<file path="src/rtl/cpu_pkg.sv">
// Shared CPU front-end types: addresses, instruction words, fetch FSM states.
package cpu_pkg;

  typedef logic [7:0]  pc_t;
  typedef logic [15:0] instr_t;

  typedef enum logic {
    IDLE = 1'b0,
    RUN  = 1'b1
  } fetch_state_t;

  typedef struct packed {
    pc_t    pc;
    instr_t instr;
  } fetch_entry_t;

  localparam pc_t RESET_PC_DEFAULT = 8'h00;

endpackage

</file>
<file path="src/rtl/fetch_queue_if.sv">
// Instruction-memory read port plus decode-side valid/ready head port.
interface fetch_queue_if;
  import cpu_pkg::*;

  logic   imem_en;
  pc_t    imem_addr;
  instr_t imem_rdata;
  logic   out_valid;
  logic   out_ready;
  instr_t out_instr;
  pc_t    out_pc;
  pc_t    out_pc_plus1;

  modport master (
    output imem_en, imem_addr, out_valid, out_instr, out_pc, out_pc_plus1,
    input  imem_rdata, out_ready
  );

  modport slave (
    input  imem_en, imem_addr, out_valid, out_instr, out_pc, out_pc_plus1,
    output imem_rdata, out_ready
  );

endinterface

</file>
<file path="src/rtl/fetch_fifo.sv">
// Circular instruction queue: registered storage, read/write pointers, count.
module fetch_fifo
  import cpu_pkg::*;
#(
  parameter int unsigned DEPTH = 4
) (
  input  logic                       clk,
  input  logic                       rst,
  input  logic                       push,
  input  fetch_entry_t               push_data,
  input  logic                       pop,
  input  logic                       clear,
  output logic [$clog2(DEPTH):0]     count,
  output fetch_entry_t               head
);

  localparam int unsigned AW = $clog2(DEPTH);
  localparam int unsigned CW = AW + 1;

  logic [AW-1:0] wr_ptr_q, wr_ptr_d;
  logic [AW-1:0] rd_ptr_q, rd_ptr_d;
  logic [CW-1:0] count_q, count_d;
  fetch_entry_t  mem_q [DEPTH];
  logic          do_push, do_pop;

  // A push into a full queue is only legal when the head leaves in the same cycle.
  always_comb begin
    do_push  = push && ((count_q != CW'(DEPTH)) || pop);
    do_pop   = pop && (count_q != '0);
    wr_ptr_d = wr_ptr_q;
    rd_ptr_d = rd_ptr_q;
    count_d  = count_q;
    if (clear) begin
      wr_ptr_d = '0;
      rd_ptr_d = '0;
      count_d  = '0;
    end else begin
      if (do_push) wr_ptr_d = wr_ptr_q + AW'(1);
      if (do_pop)  rd_ptr_d = rd_ptr_q + AW'(1);
      unique case ({do_push, do_pop})
        2'b10:   count_d = count_q + CW'(1);
        2'b01:   count_d = count_q - CW'(1);
        default: count_d = count_q;
      endcase
    end
  end

  // Pointer and occupancy registers.
  always_ff @(posedge clk or posedge rst) begin
    if (rst) begin
      wr_ptr_q <= '0;
      rd_ptr_q <= '0;
      count_q  <= '0;
    end else begin
      wr_ptr_q <= wr_ptr_d;
      rd_ptr_q <= rd_ptr_d;
      count_q  <= count_d;
    end
  end

  // Entry storage; contents are meaningless outside the occupied window, so no reset.
  always_ff @(posedge clk) begin
    if (do_push && !clear) mem_q[wr_ptr_q] <= push_data;
  end

  assign count = count_q;
  assign head  = mem_q[rd_ptr_q];

endmodule

</file>
<file path="src/rtl/fetch_queue.sv">
// Instruction fetch unit: issues sequential imem reads and queues results for decode.
module fetch_queue
  import cpu_pkg::*;
#(
  parameter int unsigned DEPTH    = 4,
  parameter pc_t         RESET_PC = RESET_PC_DEFAULT
) (
  input  logic          clk,
  input  logic          rst,
  input  logic          en,
  input  logic          redirect,
  input  pc_t           redirect_pc,
  fetch_queue_if.master bus
);

  localparam int unsigned CW = $clog2(DEPTH) + 1;

  fetch_state_t  state_q, state_d;
  pc_t           pc_q, pc_d;
  logic          inflight_q, inflight_d;
  pc_t           inflight_pc_q, inflight_pc_d;
  fetch_entry_t  hold_q, hold_d;

  logic [CW-1:0] count;
  logic [CW:0]   occ;
  fetch_entry_t  head;
  fetch_entry_t  push_data;
  logic          issue, push, pop, valid;

  fetch_fifo #(.DEPTH(DEPTH)) u_fifo (
    .clk       (clk),
    .rst       (rst),
    .push      (push),
    .push_data (push_data),
    .pop       (pop),
    .clear     (redirect),
    .count     (count),
    .head      (head)
  );

  // FSM state register.
  always_ff @(posedge clk or posedge rst) begin
    if (rst) state_q <= IDLE;
    else     state_q <= state_d;
  end

  // FSM next state follows en alone; redirect never changes it.
  always_comb begin
    state_d = state_q;
    unique case (state_q)
      IDLE:    if (en)  state_d = RUN;
      RUN:     if (!en) state_d = IDLE;
      default: state_d = IDLE;
    endcase
  end

  // FSM outputs: issue a read while running, not redirecting, and room is reserved.
  always_comb begin
    occ           = {1'b0, count} + {{CW{1'b0}}, inflight_q};
    issue         = (state_q == RUN) && !redirect && (occ < (CW+1)'(DEPTH));
    bus.imem_en   = issue;
    bus.imem_addr = pc_q;
  end

  // Datapath next state: pc advance/redirect, in-flight tracking, head hold register.
  always_comb begin
    valid         = (count != '0);
    pop           = valid && bus.out_ready;
    push          = inflight_q && !redirect;
    push_data.pc    = inflight_pc_q;
    push_data.instr = bus.imem_rdata;
    pc_d          = pc_q;
    if (redirect)   pc_d = redirect_pc;
    else if (issue) pc_d = pc_q + 8'd1;
    inflight_d    = issue;
    inflight_pc_d = issue ? pc_q : inflight_pc_q;
    hold_d        = valid ? head : hold_q;
  end

  // Control and datapath registers.
  always_ff @(posedge clk or posedge rst) begin
    if (rst) begin
      pc_q          <= RESET_PC;
      inflight_q    <= 1'b0;
      inflight_pc_q <= RESET_PC;
      hold_q.pc     <= RESET_PC;
      hold_q.instr  <= '0;
    end else begin
      pc_q          <= pc_d;
      inflight_q    <= inflight_d;
      inflight_pc_q <= inflight_pc_d;
      hold_q        <= hold_d;
    end
  end

  // Head comes from queue flops when occupied, otherwise from the hold flops.
  always_comb begin
    bus.out_valid    = valid;
    bus.out_instr    = valid ? head.instr : hold_q.instr;
    bus.out_pc       = valid ? head.pc    : hold_q.pc;
    bus.out_pc_plus1 = bus.out_pc + 8'd1;
  end

endmodule
</file>
<file path="src/flat_wrapper.sv">
// flat-port wrapper written by rule: the top's interface ports become plain ports
module fetch_queue_flat import cpu_pkg::*;
#(
  parameter int unsigned DEPTH    = 4,
  parameter pc_t         RESET_PC = RESET_PC_DEFAULT
)
  (clk, rst, en, redirect, redirect_pc, bus_imem_en, bus_imem_addr, bus_out_valid, bus_out_instr, bus_out_pc, bus_out_pc_plus1, bus_imem_rdata, bus_out_ready);
  fetch_queue_if bus_i ();
  input  logic clk;
  input  logic rst;
  input  logic en;
  input  logic redirect;
  input  pc_t redirect_pc;
  output wire logic [$bits(bus_i.imem_en)-1:0] bus_imem_en;
  output wire logic [$bits(bus_i.imem_addr)-1:0] bus_imem_addr;
  output wire logic [$bits(bus_i.out_valid)-1:0] bus_out_valid;
  output wire logic [$bits(bus_i.out_instr)-1:0] bus_out_instr;
  output wire logic [$bits(bus_i.out_pc)-1:0] bus_out_pc;
  output wire logic [$bits(bus_i.out_pc_plus1)-1:0] bus_out_pc_plus1;
  input wire logic [$bits(bus_i.imem_rdata)-1:0] bus_imem_rdata;
  input wire logic [$bits(bus_i.out_ready)-1:0] bus_out_ready;
  assign bus_imem_en = bus_i.imem_en;
  assign bus_imem_addr = bus_i.imem_addr;
  assign bus_out_valid = bus_i.out_valid;
  assign bus_out_instr = bus_i.out_instr;
  assign bus_out_pc = bus_i.out_pc;
  assign bus_out_pc_plus1 = bus_i.out_pc_plus1;
  assign bus_i.imem_rdata = bus_imem_rdata;
  assign bus_i.out_ready = bus_out_ready;
  fetch_queue #(.DEPTH(DEPTH), .RESET_PC(RESET_PC)) u_core (.clk(clk), .rst(rst), .en(en), .redirect(redirect), .redirect_pc(redirect_pc), .bus(bus_i));
endmodule
</file>
<file path="config.mk">
export PLATFORM = sky130hd
export DESIGN_NAME = fetch_queue_flat
export DESIGN_NICKNAME = d
export VERILOG_FILES = /design/src/rtl/cpu_pkg.sv /design/src/rtl/fetch_queue_if.sv /design/src/rtl/fetch_fifo.sv /design/src/rtl/fetch_queue.sv /design/src/flat_wrapper.sv
export SDC_FILE = /design/constraint.sdc
export NUM_CORES = 1
export LEC_CHECK = 0
export ABC_AREA = 1
export CELL_PAD_IN_SITES_DETAIL_PLACEMENT = 1
export CELL_PAD_IN_SITES_GLOBAL_PLACEMENT = 1
export CORE_UTILIZATION = 47
export DETAILED_ROUTE_END_ITERATION = 6
export HOLD_SLACK_MARGIN = 0.05
export PLACE_DENSITY = 0.89
export RECOVER_POWER = 100
export SETUP_SLACK_MARGIN = 0.02
export SLEW_MARGIN = 20
export SYNTH_ARGS = -nofsm -noshare
export SYNTH_HDL_FRONTEND = slang
export SYNTH_SLANG_ARGS = --single-unit
</file>
<file path="constraint.sdc">
create_clock -name clk -period 3.25 [get_ports clk]
set_clock_uncertainty 0.05 [all_clocks]
set_input_delay 0.325 -clock clk [delete_from_list [all_inputs] [get_ports clk]]
set_output_delay 0.325 -clock clk [all_outputs]
set_load 0.1 [all_outputs]
</file>
### After elaboration in Yosys (flattened, before gate mapping)

Memory sizes are Yosys's and may differ from the RTL's.
Cells that the tools add are included.

* memory bits (writable): 96
* ROM bits: 0
* word-level logic and storage cells: 48
* output and inout bits: 42
* memories kept: 1
* register bits: 49
* input bits: 29
* latch bits: 0

Memory list
* u_core.u_fifo.mem_q: depth 4, bits a word 24, rd ports 1, clocked after memory_dff 0, write ports 1, line fetch_fifo.sv:23 `fetch_entry_t mem_q [DEPTH];`

* multiply operators: 0
* shift operators: 0
* add/subtract/negate cells: 7
* order comparisons: 1
* mux-type cells: 13
* equality and inequality tests: 3
* reduce and logical (&&, ||, !) cells: 14
* bitwise operators: 0
* div/mod/pow operators: 0

Operators with widths (number)
* two-way mux 8 bit: 3
* adder 8 x 1 -> 8 bit, second input constant: 2
* two-way mux 16 bit: 1
* two-way mux 2 bit: 4
* logical AND 1 bit: 7
* one-hot mux 3 bit (2 select lines): 1
* nonzero test 2 bit: 3
* nonzero test 3 bit: 2
* adder 2 x 1 -> 2 bit, second input constant: 2
* adder 3 x 1 -> 4 bit: 1
* < comparator 4 x 3 -> 1 bit, second input constant: 1
* adder 3 x 1 -> 3 bit, second input constant: 1
* two-way mux 1 bit: 3
* two-way mux 3 bit: 1
* inequality test 3 bit, second input constant: 1
* subtractor 3 x 1 -> 3 bit, second input constant: 1
* equality test 2 x 1 -> 1 bit, second input constant: 1
* equality test 2 bit, second input constant: 1
* logical NOT 1 bit: 1
* logical OR 1 bit: 1

### Logic depth before layout (Yosys ltp)

* word-level depth: 7
* mapped depth: 12
* mapped depth without buffers: 11

### Cells and area by module

Synthesis repeated with hierarchy kept, for this count alone.

* cells, all modules: 529
* area total of the unflattened synthesis: 6009.5 µm²

By module, submodules not included
* fetch_fifo: times used 1, cells an instance 297, area each 4032.6 µm², sequential area each 3057.9 µm²
* fetch_queue: times used 1, cells an instance 232, area each 1976.9 µm², sequential area each 1051.0 µm²

### Worst setup path after synthesis

OpenSTA, ideal clock, no wires.

* kind: register to output
* start point: register u_core.u_fifo.count_q[0] (netlist: u_core.u_fifo.count[0])
* end point: output bus_out_pc_plus1[4]
* arrival: 4566 ps
* path buffers: 1
* path slack: -1691 ps
* required time: 2875 ps
* cell stages (with the launch flop): 10
* cell sequence: dfrtp_1 -> nor2_2 -> nand2_1 -> buf_2 -> o21ai_2 -> inv_1 -> ha_1 -> nand2_1 -> nor2_1 -> xor2_1

* word-level cells in the longest chain between the ends: 3

RTL lines
* from (decl): line fetch_fifo.sv:22 `logic [CW-1:0] count_q, count_d;`
* from (signal assigned): line fetch_fifo.sv:57 `count_q <= count_d;`
* nonzero test 3 bit: line fetch_queue.sv:67 `valid = (count != '0);`
* two-way mux 8 bit: line fetch_queue.sv:100 `bus.out_pc = valid ? head.pc : hold_q.pc;`
* named net bus_out_pc[0]: line flat_wrapper.sv:18 `output wire logic [$bits(bus_i.out_pc)-1:0] bus_out_pc;`
* adder 8 x 1 -> 8 bit: line fetch_queue.sv:101 `bus.out_pc_plus1 = bus.out_pc + 8'd1;`
* to (decl): line flat_wrapper.sv:19 `output wire logic [$bits(bus_i.out_pc_plus1)-1:0] bus_out_pc_plus1;`

The timed path passes the listed nets, and every way through them passes these cells.

### Worst setup path after layout

* start point: register u_core.u_fifo.count_q[2] (netlist: u_core.u_fifo.count[2])
* end point: output bus_out_pc_plus1[7]

* word-level cells in the longest chain between the ends: 3

RTL lines (line)
* nonzero test 3 bit: fetch_queue.sv:67
* two-way mux 8 bit: fetch_queue.sv:100
* adder 8 x 1 -> 8 bit: fetch_queue.sv:101

Every way passes these cells.

==> qor.yml <==
run_status:
  outcome: "finished, violations left"
  violations: "max-capacitance violations, max-slew violations"
route:
  vias: 4605
  dr.pass1.iters: 4
  dr.first_iter.drc_count: 251
  wl_per_cell_um: 22.41
  drt-total-wl_um: 18350
  drc: 0
  antenna_left: 0
  via_per_inst: 5.623
global_routing:
  grt_pass1_vias: 5016
  antenna_found_initial: 0
  grt_max_degree: 50
  track_usage: 0.2999
  grt_overflow_total: 0
  grt_pass1_wl_um: 28180
run:
  drv_cap: 1
logic_synthesis:
  syn_area_per_cell_um2: 10.80
  ys_ff_latch: 145
  synth_warnings: 0
  syn_area_um2: 5996
  syn_nets: 591
  synth.area.top_cells: "edfxtp_1, dfrtp_1, nand2_1"
  syn_inst: 555
  synth_largest_area_cell: "edfxtp_1"
  synth_cell_types: 31
  seq_area_frac_synth: 0.6853
  synth_top_area_frac: 0.4808
timing:
  slew_viol_final: 35
  slew_headroom: -0.01446
  finalWorstSetupSlack_ns: 0.1542
  finalHoldViolations: 0
  rsz0062_at_grt: "no"
  setup_viol: 0
  fmax_mhz: 323.0
  min_period_ns: 3.096
  max_slew.worst_pin.slew_ns: 1.520
  post-route-period-util: 0.9526
setup_path:
  r2r_end: "u_core.u_fifo.mem_q[2][14]$_DFFE_PP_"
  r2r_slack_ns: 0.50
  worstPathArrival_ns: 2.72
  critPathKind: "reg2out"
  cp_common_cell: "nand2_2"
  critPathRequiredTime_ns: 2.87
  crit_family: "simple AND/OR/NAND/NOR gates"
  cpMaxStageDelayCell: "dfrtp_1"
  cp-end-kind: "primary output"
  r2r_cells: 5
  path_buf_inv: 3
  cp-start-kind: "register"
  rr_startpoint: "u_core.u_fifo.count[0]$_DFFE_PP0P_"
  path_cells: "inv_1 > nand2_2 > buf_4 > nand2_1 > nand2_2 > nand2_2 > nor2_2 > nand3_1 > nand2_1 > buf_6"
  cpPeakStageDelay_ns: 0.45
  critPathMaxFanout: 24
cells_and_area:
  drive_above_1_share: 0.1306
  nets: 674
  syn2layout_area_growth_pct: 26.11
  design_area_um2: 7561
  final_cell_mix: "nand2_1, edfxtp_1, nor2_1, inv_1, o21ai_0"
  n_fill_cell: 1313
  register_area_um2: 4109
  diodes: 0
  final_common_cell: "nand2_1"
  multi_input_area_um2: 1660
place:
  gp_congestion: 0.8319
  dp_slack_ns: 0.4025
  place_area_um2: 7360
  dp_hpwl_um: 11250
  port_buffers: 70
clock_tree:
  post_cts_buffers: 0
  htreeDepth: 4
  cts.sinks: 145
  clkLatencyLatePin_ns: 0.44
  path_clk_slew_ns: 0.06
  cts_tree: "yes"
  cts_inserted_buffers: 17
  root_buffer: "clkbuf_16"
  clock_path_buffers: 2
min_path:
  worst_hold_path.num_cells: 1
  hp-class: "in2reg"
  min-delay-start: "en"
  min_to: "u_core.state_q$_DFF_PP0_"
floorplanning:
  core_area_um2: 12210
  num_rows: 40
  start_util: 0.4910
  die_x_um: 114.9
  ios: 71
  fp.dieArea_um2: 13210
  die_h_um: 114.9
==> synthesized netlist by cell type <==
| library cell | instances |
|---|---|
| a21oi_1 | 2 |
| a31oi_1 | 15 |
| buf_1 | 3 |
| buf_2 | 11 |
| buf_4 | 2 |
| buf_6 | 1 |
| clkbuf_1 | 4 |
| dfrtp_1 | 49 |
| edfxtp_1 | 96 |
| fa_1 | 1 |
| ha_1 | 6 |
| inv_1 | 50 |
| inv_2 | 5 |
| nand2_1 | 110 |
| nand2_2 | 2 |
| nand3_1 | 28 |
| nand4_1 | 2 |
| nor2_1 | 95 |
| nor2_2 | 1 |
| nor2_4 | 1 |
| nor3b_1 | 1 |
| o2111ai_1 | 1 |
| o211ai_1 | 1 |
| o21ai_0 | 47 |
| o21ai_1 | 3 |
| o21ai_2 | 2 |
| o221ai_1 | 5 |
| o22ai_1 | 1 |
| or2_2 | 3 |
| xnor2_1 | 2 |
| xor2_1 | 5 |
==> cell families (layout without fill, tap and decap cells) <==
kind of cell	count (synthesis)	count (layout)	synth area share
buffers and inverters	76	172	0.05238
AND/OR/NAND/NOR	243	243	0.1632
AO/OA/AOI/OAI	77	77	0.07304
XOR/XNOR	7	7	0.01023
flip-flops	145	145	0.6853
adder cells (fa/ha/maj)	7	7	0.01586
==> registers in the layout (all words and copies together) (netlist names) <==
signal,flops
u_core.u_fifo.mem_q,96
u_core.hold_q,24
u_core.bus.imem_addr,8
u_core.inflight_pc_q,8
u_core.u_fifo.count,3
u_core.u_fifo.rd_ptr_q,2
u_core.u_fifo.wr_ptr_q,2
u_core.inflight_q,1
u_core.state_q,1
==> stage by stage <==
stage	setup TNS (ns)	utilization	cells	hold slack, ns
finish	0	0.6192	819	0.4008
detailed placement	0	0.6027	787	0.4782
global placement	0	0.6027	787	0.4546
CTS	0	0.6541	819	0.2860
floorplan	-4.406	-	555	0.3064
global route	0	0.6192	819	0.4083
==> repair_timing <==
item | in CTS | in global routing
hold buffers | 0 | 0
setup endpoints to repair | 1 | 1
endpoints found under the hold margin | 0 | 0
gates cloned | 0 | 0
gates resized for setup | 2 | 3
==> how the worst max path moves through the flow <==
| stage | from | end | slack (ns) | cells past startpoint |
|---|---|---|---|---|
| after CTS | u_core.u_fifo.rd_ptr_q[1]$_DFFE_PP0P_ | bus_out_pc_plus1[4] | 0.09 | 11 |
| after global routing | u_core.u_fifo.count[2]$_DFFE_PP0P_ | bus_out_pc_plus1[5] | 0.02 | 10 |
| after floorplan | u_core.u_fifo.count[0]$_DFFE_PP0P_ | bus_out_pc_plus1[4] | -0.43 | 9 |
| after global placement | redirect | u_core.u_fifo.count[2]$_DFFE_PP0P_ | 0.60 | 10 |
| final | u_core.u_fifo.count[2]$_DFFE_PP0P_ | bus_out_pc_plus1[7] | 0.15 | 10 |
| after detailed placement | redirect | u_core.u_fifo.count[2]$_DFFE_PP0P_ | 0.40 | 10 |
==> cell type report <==
| type | instances | share of cell area |
|---|---|---|
| flip-flops and latches | 145 | 0.5434 |
| multi-input cells | 334 | 0.2196 |
| repair buffers | 85 | 0.09846 |
| clock buffers | 21 | 0.06222 |
| inverters | 55 | 0.02846 |
| well taps | 168 | 0.02780 |
| clock inverters | 11 | 0.02002 |
==> layer usage <==
metal | track usage | up-vias | share of wire
li1 | - | 2019 | -
met1 | 0.3551 | 2324 | 0.39
met2 | 0.5209 | 202 | 0.52
met3 | 0.06431 | 60 | 0.048
met4 | 0.1463 | 0 | 0.039
met5 | 0 | - | 0
Power is not shown: default switching activity piles up to over one toggle a cycle in this logic, so the estimate is an artifact.
